## src/rtl/instr_sequencer_pkg.sv

```systemverilog
// Shared CPU definitions: sequencer state encoding and opcode map.
// Latency: n/a (types and constants only).
// Backpressure: n/a. INSTR_SEQUENCER_SINGLE_STEP_EN adds the STEP_WAIT state.
package cpu_pkg;

  typedef enum logic [2:0] {
    FETCH     = 3'd0,
    DECODE    = 3'd1,
    EXEC      = 3'd2,
    MEM       = 3'd3,
    OPND      = 3'd4,
    BRANCH    = 3'd5,
    HALT      = 3'd6
`ifdef INSTR_SEQUENCER_SINGLE_STEP_EN
    ,
    STEP_WAIT = 3'd7
`endif
  } state_t;

  localparam logic [3:0] OP_NOP    = 4'h0;
  localparam logic [3:0] OP_ALU_LO = 4'h1;
  localparam logic [3:0] OP_ALU_HI = 4'h7;
  localparam logic [3:0] OP_LOAD   = 4'h8;
  localparam logic [3:0] OP_STORE  = 4'h9;
  localparam logic [3:0] OP_JMP    = 4'hA;
  localparam logic [3:0] OP_BZ     = 4'hB;
  localparam logic [3:0] OP_HALT   = 4'hF;

endpackage

```

## src/rtl/instr_sequencer_if.sv

```systemverilog
// Bundle between the sequencer and memory port / IR / PC / datapath.
// Latency: n/a (wires only).
// Backpressure: memory stalls via mem_ready; INSTR_SEQUENCER_SINGLE_STEP_EN adds step/step_wait.
interface instr_sequencer_if #(
  parameter int OPC_W  = 4,
  parameter int ADDR_W = 8
) ();
  logic [OPC_W-1:0]  ir_opcode;
  logic              zero_flag;
  logic              mem_ready;
  logic [7:0]        mem_rdata;
  logic              mem_req;
  logic              mem_we;
  logic              addr_sel;
  logic              pc_enable;
  logic              pc_load;
  logic [ADDR_W-1:0] pc_load_value;
  logic              ir_load;
  logic              alu_en;
  logic              reg_we;
  logic              halted;
`ifdef INSTR_SEQUENCER_SINGLE_STEP_EN
  logic              step;
  logic              step_wait;

  modport master (
    input  ir_opcode, zero_flag, mem_ready, mem_rdata, step,
    output mem_req, mem_we, addr_sel, pc_enable, pc_load, pc_load_value,
           ir_load, alu_en, reg_we, halted, step_wait
  );
  modport slave (
    output ir_opcode, zero_flag, mem_ready, mem_rdata, step,
    input  mem_req, mem_we, addr_sel, pc_enable, pc_load, pc_load_value,
           ir_load, alu_en, reg_we, halted, step_wait
  );
`else
  modport master (
    input  ir_opcode, zero_flag, mem_ready, mem_rdata,
    output mem_req, mem_we, addr_sel, pc_enable, pc_load, pc_load_value,
           ir_load, alu_en, reg_we, halted
  );
  modport slave (
    output ir_opcode, zero_flag, mem_ready, mem_rdata,
    input  mem_req, mem_we, addr_sel, pc_enable, pc_load, pc_load_value,
           ir_load, alu_en, reg_we, halted
  );
`endif
endinterface

```

## src/rtl/instr_sequencer_decode.sv

```systemverilog
// Opcode to instruction-class decoder; reserved opcodes fall out as NOP.
// Latency: combinational.
// Backpressure: none.
module seq_decode
  import cpu_pkg::*;
#(
  parameter int OPC_W = 4
) (
  input  logic [OPC_W-1:0] i_opcode,
  output logic             o_is_alu,
  output logic             o_is_mem,
  output logic             o_is_store,
  output logic             o_is_branch,
  output logic             o_is_cond,
  output logic             o_is_halt
);

  assign o_is_alu    = (i_opcode >= OPC_W'(OP_ALU_LO)) && (i_opcode <= OPC_W'(OP_ALU_HI));
  assign o_is_store  = (i_opcode == OPC_W'(OP_STORE));
  assign o_is_mem    = (i_opcode == OPC_W'(OP_LOAD)) || o_is_store;
  assign o_is_cond   = (i_opcode == OPC_W'(OP_BZ));
  assign o_is_branch = (i_opcode == OPC_W'(OP_JMP)) || o_is_cond;
  assign o_is_halt   = (i_opcode == OPC_W'(OP_HALT));

endmodule

```

## src/rtl/instr_sequencer.sv

```systemverilog
// Fetch/decode/execute sequencer driving PC, IR, memory handshake and datapath strobes.
// Latency: NOP 2, ALU 3, LOAD/STORE 3, JMP/BZ 4 cycles plus one per memory wait cycle.
// Backpressure: holds mem_req until mem_ready; INSTR_SEQUENCER_SINGLE_STEP_EN gates each fetch on step.
module instr_sequencer
  import cpu_pkg::*;
#(
  parameter int OPC_W  = 4,
  parameter int ADDR_W = 8
) (
  input  logic               clk,
  input  logic               reset,
  instr_sequencer_if.master  bus
);

`ifdef INSTR_SEQUENCER_SINGLE_STEP_EN
  localparam state_t ST_RESUME = STEP_WAIT;
`else
  localparam state_t ST_RESUME = FETCH;
`endif

  state_t            r_state;
  state_t            w_state_nxt;
  logic [ADDR_W-1:0] r_target;
  logic              r_mem_req;
  logic              r_mem_we;
  logic              r_addr_sel;
  logic              r_alu_en;
  logic              r_halted;
  logic              w_done;
  logic              w_is_alu;
  logic              w_is_mem;
  logic              w_is_store;
  logic              w_is_branch;
  logic              w_is_cond;
  logic              w_is_halt;

  seq_decode #(.OPC_W(OPC_W)) u_decode (
    .i_opcode    (bus.ir_opcode),
    .o_is_alu    (w_is_alu),
    .o_is_mem    (w_is_mem),
    .o_is_store  (w_is_store),
    .o_is_branch (w_is_branch),
    .o_is_cond   (w_is_cond),
    .o_is_halt   (w_is_halt)
  );

  // A memory access completes only when we are actually requesting.
  assign w_done = r_mem_req & bus.mem_ready;

  // Next-state selection; every return to FETCH goes through ST_RESUME.
  always_comb begin
    w_state_nxt = r_state;
    case (r_state)
      FETCH:  if (w_done) w_state_nxt = DECODE;
      DECODE: begin
        if (w_is_halt)        w_state_nxt = HALT;
        else if (w_is_alu)    w_state_nxt = EXEC;
        else if (w_is_mem)    w_state_nxt = MEM;
        else if (w_is_branch) w_state_nxt = OPND;
        else                  w_state_nxt = ST_RESUME;
      end
      EXEC:   w_state_nxt = ST_RESUME;
      MEM:    if (w_done) w_state_nxt = ST_RESUME;
      OPND:   if (w_done) w_state_nxt = BRANCH;
      BRANCH: w_state_nxt = ST_RESUME;
      HALT:   w_state_nxt = HALT;
`ifdef INSTR_SEQUENCER_SINGLE_STEP_EN
      STEP_WAIT: if (bus.step) w_state_nxt = FETCH;
`endif
      default: w_state_nxt = ST_RESUME;
    endcase
  end

`ifdef INSTR_SEQUENCER_SINGLE_STEP_EN
  logic r_step_wait;

  // Step-wait flag tracks the state; reset parks the core before its first fetch.
  always_ff @(posedge clk) begin
    if (reset) r_step_wait <= 1'b1;
    else       r_step_wait <= (w_state_nxt == STEP_WAIT);
  end

  assign bus.step_wait = r_step_wait;
`endif

  // State, branch target and Moore outputs registered from the next state.
  // Reset clears mem_req so an in-flight access is abandoned for one cycle.
  always_ff @(posedge clk) begin
    if (reset) begin
`ifdef INSTR_SEQUENCER_SINGLE_STEP_EN
      r_state    <= STEP_WAIT;
`else
      r_state    <= FETCH;
`endif
      r_target   <= '0;
      r_mem_req  <= 1'b0;
      r_mem_we   <= 1'b0;
      r_addr_sel <= 1'b0;
      r_alu_en   <= 1'b0;
      r_halted   <= 1'b0;
    end else begin
      r_state    <= w_state_nxt;
      if ((r_state == OPND) && w_done) r_target <= ADDR_W'(bus.mem_rdata);
      r_mem_req  <= (w_state_nxt == FETCH) || (w_state_nxt == MEM) || (w_state_nxt == OPND);
      r_addr_sel <= (w_state_nxt == MEM);
      r_mem_we   <= (w_state_nxt == MEM) && w_is_store;
      r_alu_en   <= (w_state_nxt == EXEC);
      r_halted   <= (w_state_nxt == HALT);
    end
  end

  assign bus.mem_req       = r_mem_req;
  assign bus.mem_we        = r_mem_we;
  assign bus.addr_sel      = r_addr_sel;
  assign bus.alu_en        = r_alu_en;
  assign bus.halted        = r_halted;
  assign bus.pc_load_value = r_target;
  // Completion-qualified strobes: they fire in the cycle mem_ready closes the access.
  assign bus.ir_load       = (r_state == FETCH) & w_done;
  assign bus.pc_enable     = ((r_state == FETCH) | (r_state == OPND)) & w_done;
  assign bus.reg_we        = r_alu_en | ((r_state == MEM) & w_done & ~w_is_store);
  // Branch decision uses the zero flag as it stands during BRANCH.
  assign bus.pc_load       = (r_state == BRANCH) & w_is_branch & (~w_is_cond | bus.zero_flag);

endmodule

```

## src/flat_wrapper.sv

```systemverilog
// flat-port wrapper written by rule: the top's interface ports become plain ports
module instr_sequencer_flat import cpu_pkg::*;
#(
  parameter int OPC_W  = 4,
  parameter int ADDR_W = 8
)
  (clk, reset, bus_ir_opcode, bus_zero_flag, bus_mem_ready, bus_mem_rdata, bus_mem_req, bus_mem_we, bus_addr_sel, bus_pc_enable, bus_pc_load, bus_pc_load_value, bus_ir_load, bus_alu_en, bus_reg_we, bus_halted);
  instr_sequencer_if #(.OPC_W(OPC_W), .ADDR_W(ADDR_W)) bus_i ();
  input  logic clk;
  input  logic reset;
  input wire logic [$bits(bus_i.ir_opcode)-1:0] bus_ir_opcode;
  input wire logic [$bits(bus_i.zero_flag)-1:0] bus_zero_flag;
  input wire logic [$bits(bus_i.mem_ready)-1:0] bus_mem_ready;
  input wire logic [$bits(bus_i.mem_rdata)-1:0] bus_mem_rdata;
  output wire logic [$bits(bus_i.mem_req)-1:0] bus_mem_req;
  output wire logic [$bits(bus_i.mem_we)-1:0] bus_mem_we;
  output wire logic [$bits(bus_i.addr_sel)-1:0] bus_addr_sel;
  output wire logic [$bits(bus_i.pc_enable)-1:0] bus_pc_enable;
  output wire logic [$bits(bus_i.pc_load)-1:0] bus_pc_load;
  output wire logic [$bits(bus_i.pc_load_value)-1:0] bus_pc_load_value;
  output wire logic [$bits(bus_i.ir_load)-1:0] bus_ir_load;
  output wire logic [$bits(bus_i.alu_en)-1:0] bus_alu_en;
  output wire logic [$bits(bus_i.reg_we)-1:0] bus_reg_we;
  output wire logic [$bits(bus_i.halted)-1:0] bus_halted;
  assign bus_i.ir_opcode = bus_ir_opcode;
  assign bus_i.zero_flag = bus_zero_flag;
  assign bus_i.mem_ready = bus_mem_ready;
  assign bus_i.mem_rdata = bus_mem_rdata;
  assign bus_mem_req = bus_i.mem_req;
  assign bus_mem_we = bus_i.mem_we;
  assign bus_addr_sel = bus_i.addr_sel;
  assign bus_pc_enable = bus_i.pc_enable;
  assign bus_pc_load = bus_i.pc_load;
  assign bus_pc_load_value = bus_i.pc_load_value;
  assign bus_ir_load = bus_i.ir_load;
  assign bus_alu_en = bus_i.alu_en;
  assign bus_reg_we = bus_i.reg_we;
  assign bus_halted = bus_i.halted;
  instr_sequencer #(.OPC_W(OPC_W), .ADDR_W(ADDR_W)) u_core (.clk(clk), .reset(reset), .bus(bus_i));
endmodule
```

## config.mk

```make
export PLATFORM = sky130hd
export DESIGN_NAME = instr_sequencer_flat
export DESIGN_NICKNAME = d
export VERILOG_FILES = /design/src/rtl/instr_sequencer_pkg.sv /design/src/rtl/instr_sequencer_if.sv /design/src/rtl/instr_sequencer_decode.sv /design/src/rtl/instr_sequencer.sv /design/src/flat_wrapper.sv
export SDC_FILE = /design/constraint.sdc
export NUM_CORES = 1
export LEC_CHECK = 0
export CAP_MARGIN = 30
export CELL_PAD_IN_SITES_DETAIL_PLACEMENT = 0
export CELL_PAD_IN_SITES_GLOBAL_PLACEMENT = 2
export CORE_AREA = 2 2 62 64
export DETAILED_ROUTE_END_ITERATION = 10
export DIE_AREA = 0 0 64 66
export HOLD_SLACK_MARGIN = 0.12
export MAX_ROUTING_LAYER = met4
export PLACE_DENSITY = 0.73
export REMOVE_ABC_BUFFERS = 1
export SLEW_MARGIN = 10
export SYNTH_ARGS = -nofsm -noshare
export SYNTH_HDL_FRONTEND = slang
export SYNTH_SLANG_ARGS = --single-unit
```

## constraint.sdc

```tcl
create_clock -name clk -period 2.17 [get_ports clk]
set_clock_uncertainty 0.2 [all_clocks]
set_input_delay 0.434 -clock clk [delete_from_list [all_inputs] [get_ports clk]]
set_output_delay 0.434 -clock clk [all_outputs]
set_load 0.02 [all_outputs]
```

======== Word-level counts from Yosys, hierarchy flattened ========
Cells that the tools add are included.
W data, S select, Z words.
operators by class
  $lt $le $gt $ge ......................... 2
  equal/unequal tests ..................... 14
  mux-type cells .......................... 8
  bitwise operators ....................... 12
  reductions and logical operators ........ 9
operator list
  operator              number
  $mux W3               7
  $eq A4 B4 Y1 const B  5
  $eq A3 B3 Y1 const B  5
  $pmux W3 S5           1
  $eq A3 B2 Y1 const B  3
  $and A1 B1 Y1         7
  $logic_not A3 Y1      2
  $ge A4 B1 Y1 const B  1
  $le A4 B3 Y1 const B  1
  $logic_or A1 B1 Y1    4
  $eq A3 B1 Y1 const B  1
  $logic_and A1 B1 Y1   3
  $or A1 B1 Y1          3
  $not A1 Y1            2
storage, ports and cells
  register bits after elaboration ......... 16
  bits of input ports ..................... 16
  output and inout port bits .............. 17
  word-level logic and storage cells ...... 52

======== Logic depth before layout (Yosys ltp) ========
Gate-level depths: netlist (run 1).
  depth in word-level cells ............... 10
  depth in mapped cells ................... 6
  gate-level depth less buffers ........... 5

======== Modules after synthesis ========
Synthesis (run 1) repeated with hierarchy kept, for this count alone.
unflattened totals
  cells, all modules ...................... 90
  area, all modules ....................... 764.5 sq um
by module, submodules not included
  module           instances  cells an instance  area an instance (sq um)  sequential area each (sq um)
  instr_sequencer  1          79                 703.2                     320.3
  seq_decode       1          11                 61.3                      0.0

======== Least setup slack after synthesis (run 1) ========
Ideal clock, no wire load.
  path kind ............................... input to output
  start ................................... in bus_ir_opcode[0]
  end ..................................... out bus_reg_we
  arrival ................................. 1.311 ns
  data required time ...................... 1.536 ns
  path slack .............................. 0.225 ns
  stages .................................. 3
  buffers on the path ..................... 0
  cell sequence ........................... inv_1 or4_1 a41o_1
between the ends
  word-level cells in the longest chain between the ends .. 4
RTL lines
  item           line                          source
  from (decl)    flat_wrapper.sv:11            input wire logic [$bits(bus_i.ir_opcode)-1:0] bus_ir_opcode;
  $eq A4 B4 Y1   instr_sequencer_decode.sv:19  assign o_is_store = (i_opcode == OPC_W'(OP_STORE));
  $not A1 Y1     instr_sequencer.sv:121        assign bus.reg_we = r_alu_en | ((r_state == MEM) & w_done & ~w_is_store);
  $and A1 B1 Y1  instr_sequencer.sv:121
  $or A1 B1 Y1   instr_sequencer.sv:121
  to (decl)      flat_wrapper.sv:23            output wire logic [$bits(bus_i.reg_we)-1:0] bus_reg_we;
No other way between the ends.

======== Worst setup path in the final report (run 1) ========
  start ................................... in bus_ir_opcode[3]
  end ..................................... out bus_reg_we
Same word-level chain as after synthesis.

==> flow_summary.ini, run 1 <==
[min_path]
min-delay-path-class = reg2reg

[cts]
clk_pin_slew_ns = 0.09
holdBufCountCts = 0
clkLatencyLatePin_ns = 0.28
cts_sinks = 16
h-tree-depth = 1
clk_path_buf_depth = 2
cts_inserted_buffers = 3
root_buffer = clkbuf_4
cts_tree = yes

[floorplan]
pin_count = 33
die_w_um = 64
fp.coreArea_um2 = 3551
initial_core_util_pct = 21.21
dieArea_um2 = 4224
die-height_um = 66
rows = 22

[synth]
synth_xor_area_share_pct = 1.163
synth_area_leader_cell = dfxtp_1
synth_area_per_cell_um2 = 8.559
synth.area.mux_share_pct = 0
synth_top_family_by_area = simple AND/OR/NAND/NOR gates
synth_edf_count = 0
yosys.area_share.simple_pct = 28.74
synthTopCellsByCount = dfxtp_1 (16), nand2_1 (12), a21oi_1 (10)
synth.area.top_cells = dfxtp_1 (43%), a21oi_1 (6.6%), nand2_1 (6.0%)
synth_compound_gate_area_share_pct = 20.27
ys_ff_latch = 16
synth_top_area_share_pct = 42.52
synth.yosys.seq_area_share_pct = 42.52
synth_cells = 88
ys_types = 33
yosysMostFrequentCell = dfxtp_1
yosys_warnings = 0
synth-async-reset-ratio_pct = 0
synthAdderAreaFrac_pct = 1.661
synthFlopType = dfxtp_1
synth_area_um2 = 753.2

[global_route]
antenna_found_initial = 0
grt_pass1_vias = 793
overflow = 0
track_usage_pct = 11.09
grt_pass1_wl_um = 3615
grt_max_degree = 11

[flow_run]
maxCapViolCount = 0

[route]
avgRoutedWirePerCell_um = 11.75
viasPerCell = 4.370
wl_um = 2220
vias = 826
antenna_left = 0
first_pass_iters = 3
drtIter0Drc = 7
post-route-drc-count = 0

[sta]
period_minus_slack_ns = 2.123
setup_viol = 0
max_freq_mhz = 471.1
slew_viol_final = 0
hold_violations = 0
rsz0062_at_grt = no
slew_headroom_pct = 77.42
worst_pin_slew_ns = 0.3382
post-route-period-util_pct = 97.81

[critical_path]
critPathBufInv = 3
cpLargestDelayFamily = simple AND/OR/NAND/NOR gates
crit_fanout = 2
slowest_stage = or4_4
critPathLaunchType = primary input
critical_path_class = in2out
cp_slowest_stage_delay_ns = 0.52
arrival_ns = 1.49
crit_required_ns = 1.54
critPathCaptureType = primary output
cp_cell_sequence = clkbuf_2, inv_2, or4_4, a41o_1, buf_6

[final_layout]
syn_to_final_growth_pct = 71.43
antenna_cells = 0
utilization_pct = 36.36
final_net_count = 159
layout-drive-gt1-share_pct = 31.21
fillers = 376

[power_and_ir_drop]
leakage_nw = 0.5235
power_mw = 0.6130
vdd_drop_max_mv = 0.2783
power_density_nw_per_um2 = 474.7

[place]
dp_hpwl_um = 1786
io_buffers = 32
gp_congestion = 0.8324

[run_status]
status = completed
-- worst min-delay path, delay by kind of cell (launching register included) --
family	cells	cell delay, ns
flops	1	0.32
simple gates	1	0.05
compound gates	1	0.05
-- cells by family (layout without fill, tap and decap cells) --
kind of cell / after synthesis / count (layout)
AOI/OAI and AO/OA: 21 / 21
xor gates and xnor gates: 1 / 1
adders and majority gates: 1 / 1
buffers and inverters: 9 / 62
DFF: 16 / 16
and+or+nand+nor: 40 / 40
-- flip-flops by register name, indices dropped and copies added (netlist names) --
| name | flops |
|---|---|
| u_core.bus.pc_load_value | 8 |
| u_core.bus.mem_we | 1 |
| u_core.r_state | 3 |
| u_core.bus.mem_req | 1 |
| u_core.bus.halted | 1 |
| u_core.bus.addr_sel | 1 |
| u_core.bus.alu_en | 1 |
-- routing by layer --
| layer | global-route usage, % | up-vias | wire, µm |
|---|---|---|---|
| met4 | 2.446 | 0 | 23 |
| li1 | - | 421 | - |
| met5 | - | - | 0 |
| met3 | 2.044 | 2 | 31 |
| met2 | 18.36 | 9 | 1164 |
| met1 | 14.11 | 394 | 1000 |
-- final timing paths --
path	start	end	slack [ns]	depth (start not counted)
worst min-delay path	u_core.bus.pc_load_value[7]	u_core.bus.pc_load_value[7]	0.26	2
worst max-delay path	bus_ir_opcode[3]	bus_reg_we	0.05	5
worst min register to register	u_core.bus.pc_load_value[7]	u_core.bus.pc_load_value[7]	0.26	2
worst max register to register	u_core.r_state[2]	u_core.bus.mem_req	0.37	6
-- cell usage in the layout (no fill, tap or decap), types with 2 or more instances in the layout --
master,n
a31oi_1,2
inv_1,3
clkbuf_4,3
nand3_1,8
a21oi_1,10
clkbuf_2,2
dfxtp_1,16
clkdlybuf4s50_1,24
buf_2,4
inv_2,2
buf_4,21
nor2b_1,2
nand2_1,11
nor2_1,6
-- through the flow --
stage	TNS, ns	area, µm²	hold WS, ns	cells	setup WS (ns)
floorplan	-2.499	729.5	0.3031	84	-0.2294
global placement	-2.923	1267	0.2442	185	-0.7249
detailed placement	-3.119	1267	0.2491	185	-0.7556
CTS	-0.02502	1303	0.2625	189	-0.02502
global route	0	1291	0.2935	189	0.004843
finish	0	1291	0.2602	189	0.04750
-- where the power goes --
group / leakage, nW / switching [mW] / internal [mW] / total [mW]
Sequential: 0.129 / 0.00483 / 0.297 / 0.302
Combinational: 0.373 / 0.0529 / 0.0652 / 0.118
Clock: 0.0210 / 0.0908 / 0.102 / 0.193
Total: 0.523 / 0.149 / 0.464 / 0.613
-- area by class of cell --
| cell class | count | area, µm² | share of cell area [%] |
|---|---|---|---|
| timing repair buffer | 53 | 447.9 | 34.69 |
| multi-input combinational | 63 | 407.9 | 31.59 |
| inverter | 5 | 18.77 | 1.453 |
| clock buffer | 4 | 36.28 | 2.810 |
| tap | 48 | 60.06 | 4.651 |
| sequential | 16 | 320.3 | 24.81 |
-- what timing repair did --
item                       in CTS  in global routing
resized for setup              28                  9
setup endpoints to repair       4                  3
pin swaps                       1                  2
buffers inserted                0                  0
Power figures use the tool's default switching activity.
==> run 2, diff against run 1 <==
RECOVER_POWER = 50   (was unset)
==> flow_summary.ini, run 2 (same netlist as run 1, synthesis figures left out) <==
[run_status]
status = completed

[global_route]
antenna_found_initial = 0
grt_pass1_vias = 793
grt_pass1_wl_um = 3615
track_usage_pct = 11.09
overflow = 0
grt_max_degree = 11

[final_layout]
fillers = 384
layout-drive-gt1-share_pct = 27.66
largest_register_ff_count = 8
stdcell_count = 189
final_area_um2 = 1267
utilization_pct = 35.69
mostFrequentLayoutCell = clkdlybuf4s50_1
final_net_count = 159
layout_common_cells = clkdlybuf4s50_1 (22), buf_4 (19), dfxtp_1 (16)
syn_to_final_growth_pct = 68.27
antenna_cells = 0

[floorplan]
die-height_um = 66
initial_core_util_pct = 21.21
dieArea_um2 = 4224
fp.coreArea_um2 = 3551
pin_count = 33
die_w_um = 64
rows = 22

[route]
first_pass_iters = 2
post-route-drc-count = 0
drtIter0Drc = 9
wl_um = 2221
vias = 822
avgRoutedWirePerCell_um = 11.75
antenna_left = 0
viasPerCell = 4.349

[cts]
cts_inserted_buffers = 3
clk_path_buf_depth = 2
cts_setup_buffers = 0
clk_pin_slew_ns = 0.09
h-tree-depth = 1
root_buffer = clkbuf_4
cts_sinks = 16
clkLatencyLatePin_ns = 0.28
holdBufCountCts = 0
cts_tree = yes

[power_and_ir_drop]
leakage_nw = 0.5173
combPwrFrac_pct = 18.8
internal_power_mw = 0.4619
p_clk_share_pct = 31.6
power_density_nw_per_um2 = 480.8
swShare_pct = 24.21
power_mw = 0.6094
seqPwrFrac_pct = 49.5
power.switching_mw = 0.1475
vdd_drop_max_mv = 0.2787

[sta]
setup_viol = 0
setup_ws_ns = 0.04663
worst_pin_slew_ns = 0.3400
slew_viol_final = 0
post-route-period-util_pct = 97.85
slew_headroom_pct = 77.31
holdWs_ns = 0.2615
hold_violations = 0
period_minus_slack_ns = 2.123
fin_setup_tns_ns = 0
rsz0062_at_grt = no
max_freq_mhz = 470.9

[critical_path]
cpLargestDelayFamily = simple AND/OR/NAND/NOR gates
r2r_start = u_core.r_state[2]
cp_slowest_stage_delay_ns = 0.52
setup.worst_path.start = bus_ir_opcode[3]
arrival_ns = 1.49
critPathCaptureType = primary output
slowest_stage = or4_4
crit_required_ns = 1.54
cp_cell_sequence = clkbuf_2, inv_2, or4_4, a41o_1, buf_6
critPathBufInv = 3
critical_path_class = in2out
critPathLaunchType = primary input
crit_fanout = 2

[place]
io_buffers = 32
place_inst = 185
gp_congestion = 0.8324
postPlaceCellArea_um2 = 1267
dp_slack_ns = -0.7556
dp_hpwl_um = 1786

[min_path]
min-delay-path-class = reg2reg
hp-start = u_core.bus.pc_load_value[7]

[flow_run]
maxCapViolCount = 0
## run 2: changes by cell type in the layout (fill, tap and decap cells not counted), sizes merged
| cell | delta |
|---|---|
| clkdlybuf4s50 | -2 |
| dlygate4sd3 | +2 |
| clkbuf | +2 |
| buf | -2 |
## run 2: final cells by class
class | count | area (µm²) | area share, %
Timing Repair Buffer | 53 | 440.4 | 34.75
Multi-Input combinational cell | 63 | 391.6 | 30.90
Sequential cell | 16 | 320.3 | 25.27
Tap cell | 48 | 60.06 | 4.738
Clock buffer | 4 | 36.28 | 2.863
Inverter | 5 | 18.77 | 1.481
## run 2: power groups by stage
| stage | clock network [mW] | logic [mW] | registers, mW |
|---|---|---|---|
| 2_1_floorplan | 0 | 0.0384 | 0.311 |
| 3_3_place_gp | 0 | 0.121 | 0.309 |
| 3_5_place_dp | 0 | 0.122 | 0.308 |
| 4_1_cts | 0.201 | 0.120 | 0.302 |
| 5_1_grt | 0.226 | 0.124 | 0.303 |
| 6_report | 0.193 | 0.115 | 0.302 |
## run 2: timing repair
action                                 4_1_cts  5_1_grt
pin swaps                                    1        2
setup endpoints to repair                    4        3
gates cloned                                 0        0
endpoints found under the hold margin        0        0
gates resized for setup                     28        9
## run 2: path summary, 6_finish.rpt
kind | to | slack (ns) | cells past startpoint
setup / recovery | bus_reg_we | 0.05 | 5
setup reg to reg | u_core.bus.halted | 0.15 | 6
hold reg to reg | u_core.bus.pc_load_value[7] | 0.26 | 2
hold / removal | u_core.bus.pc_load_value[7] | 0.26 | 2
## run 2: tightest hold or removal path: cells and delay by family (launching register included)
family           cells  cell delay [ns]
AO/OA/AOI/OAI        1             0.05
flip-flops           1             0.32
AND/OR/NAND/NOR      1             0.05
## run 2: metal layers
layer  global-route usage [%]  up-vias  wire length [µm]
li1                         -      421                 -
met1                    14.11      390              1026
met2                    18.36        9              1140
met3                    2.044        2                31
met4                    2.446        0                23
met5                        -        -                 0
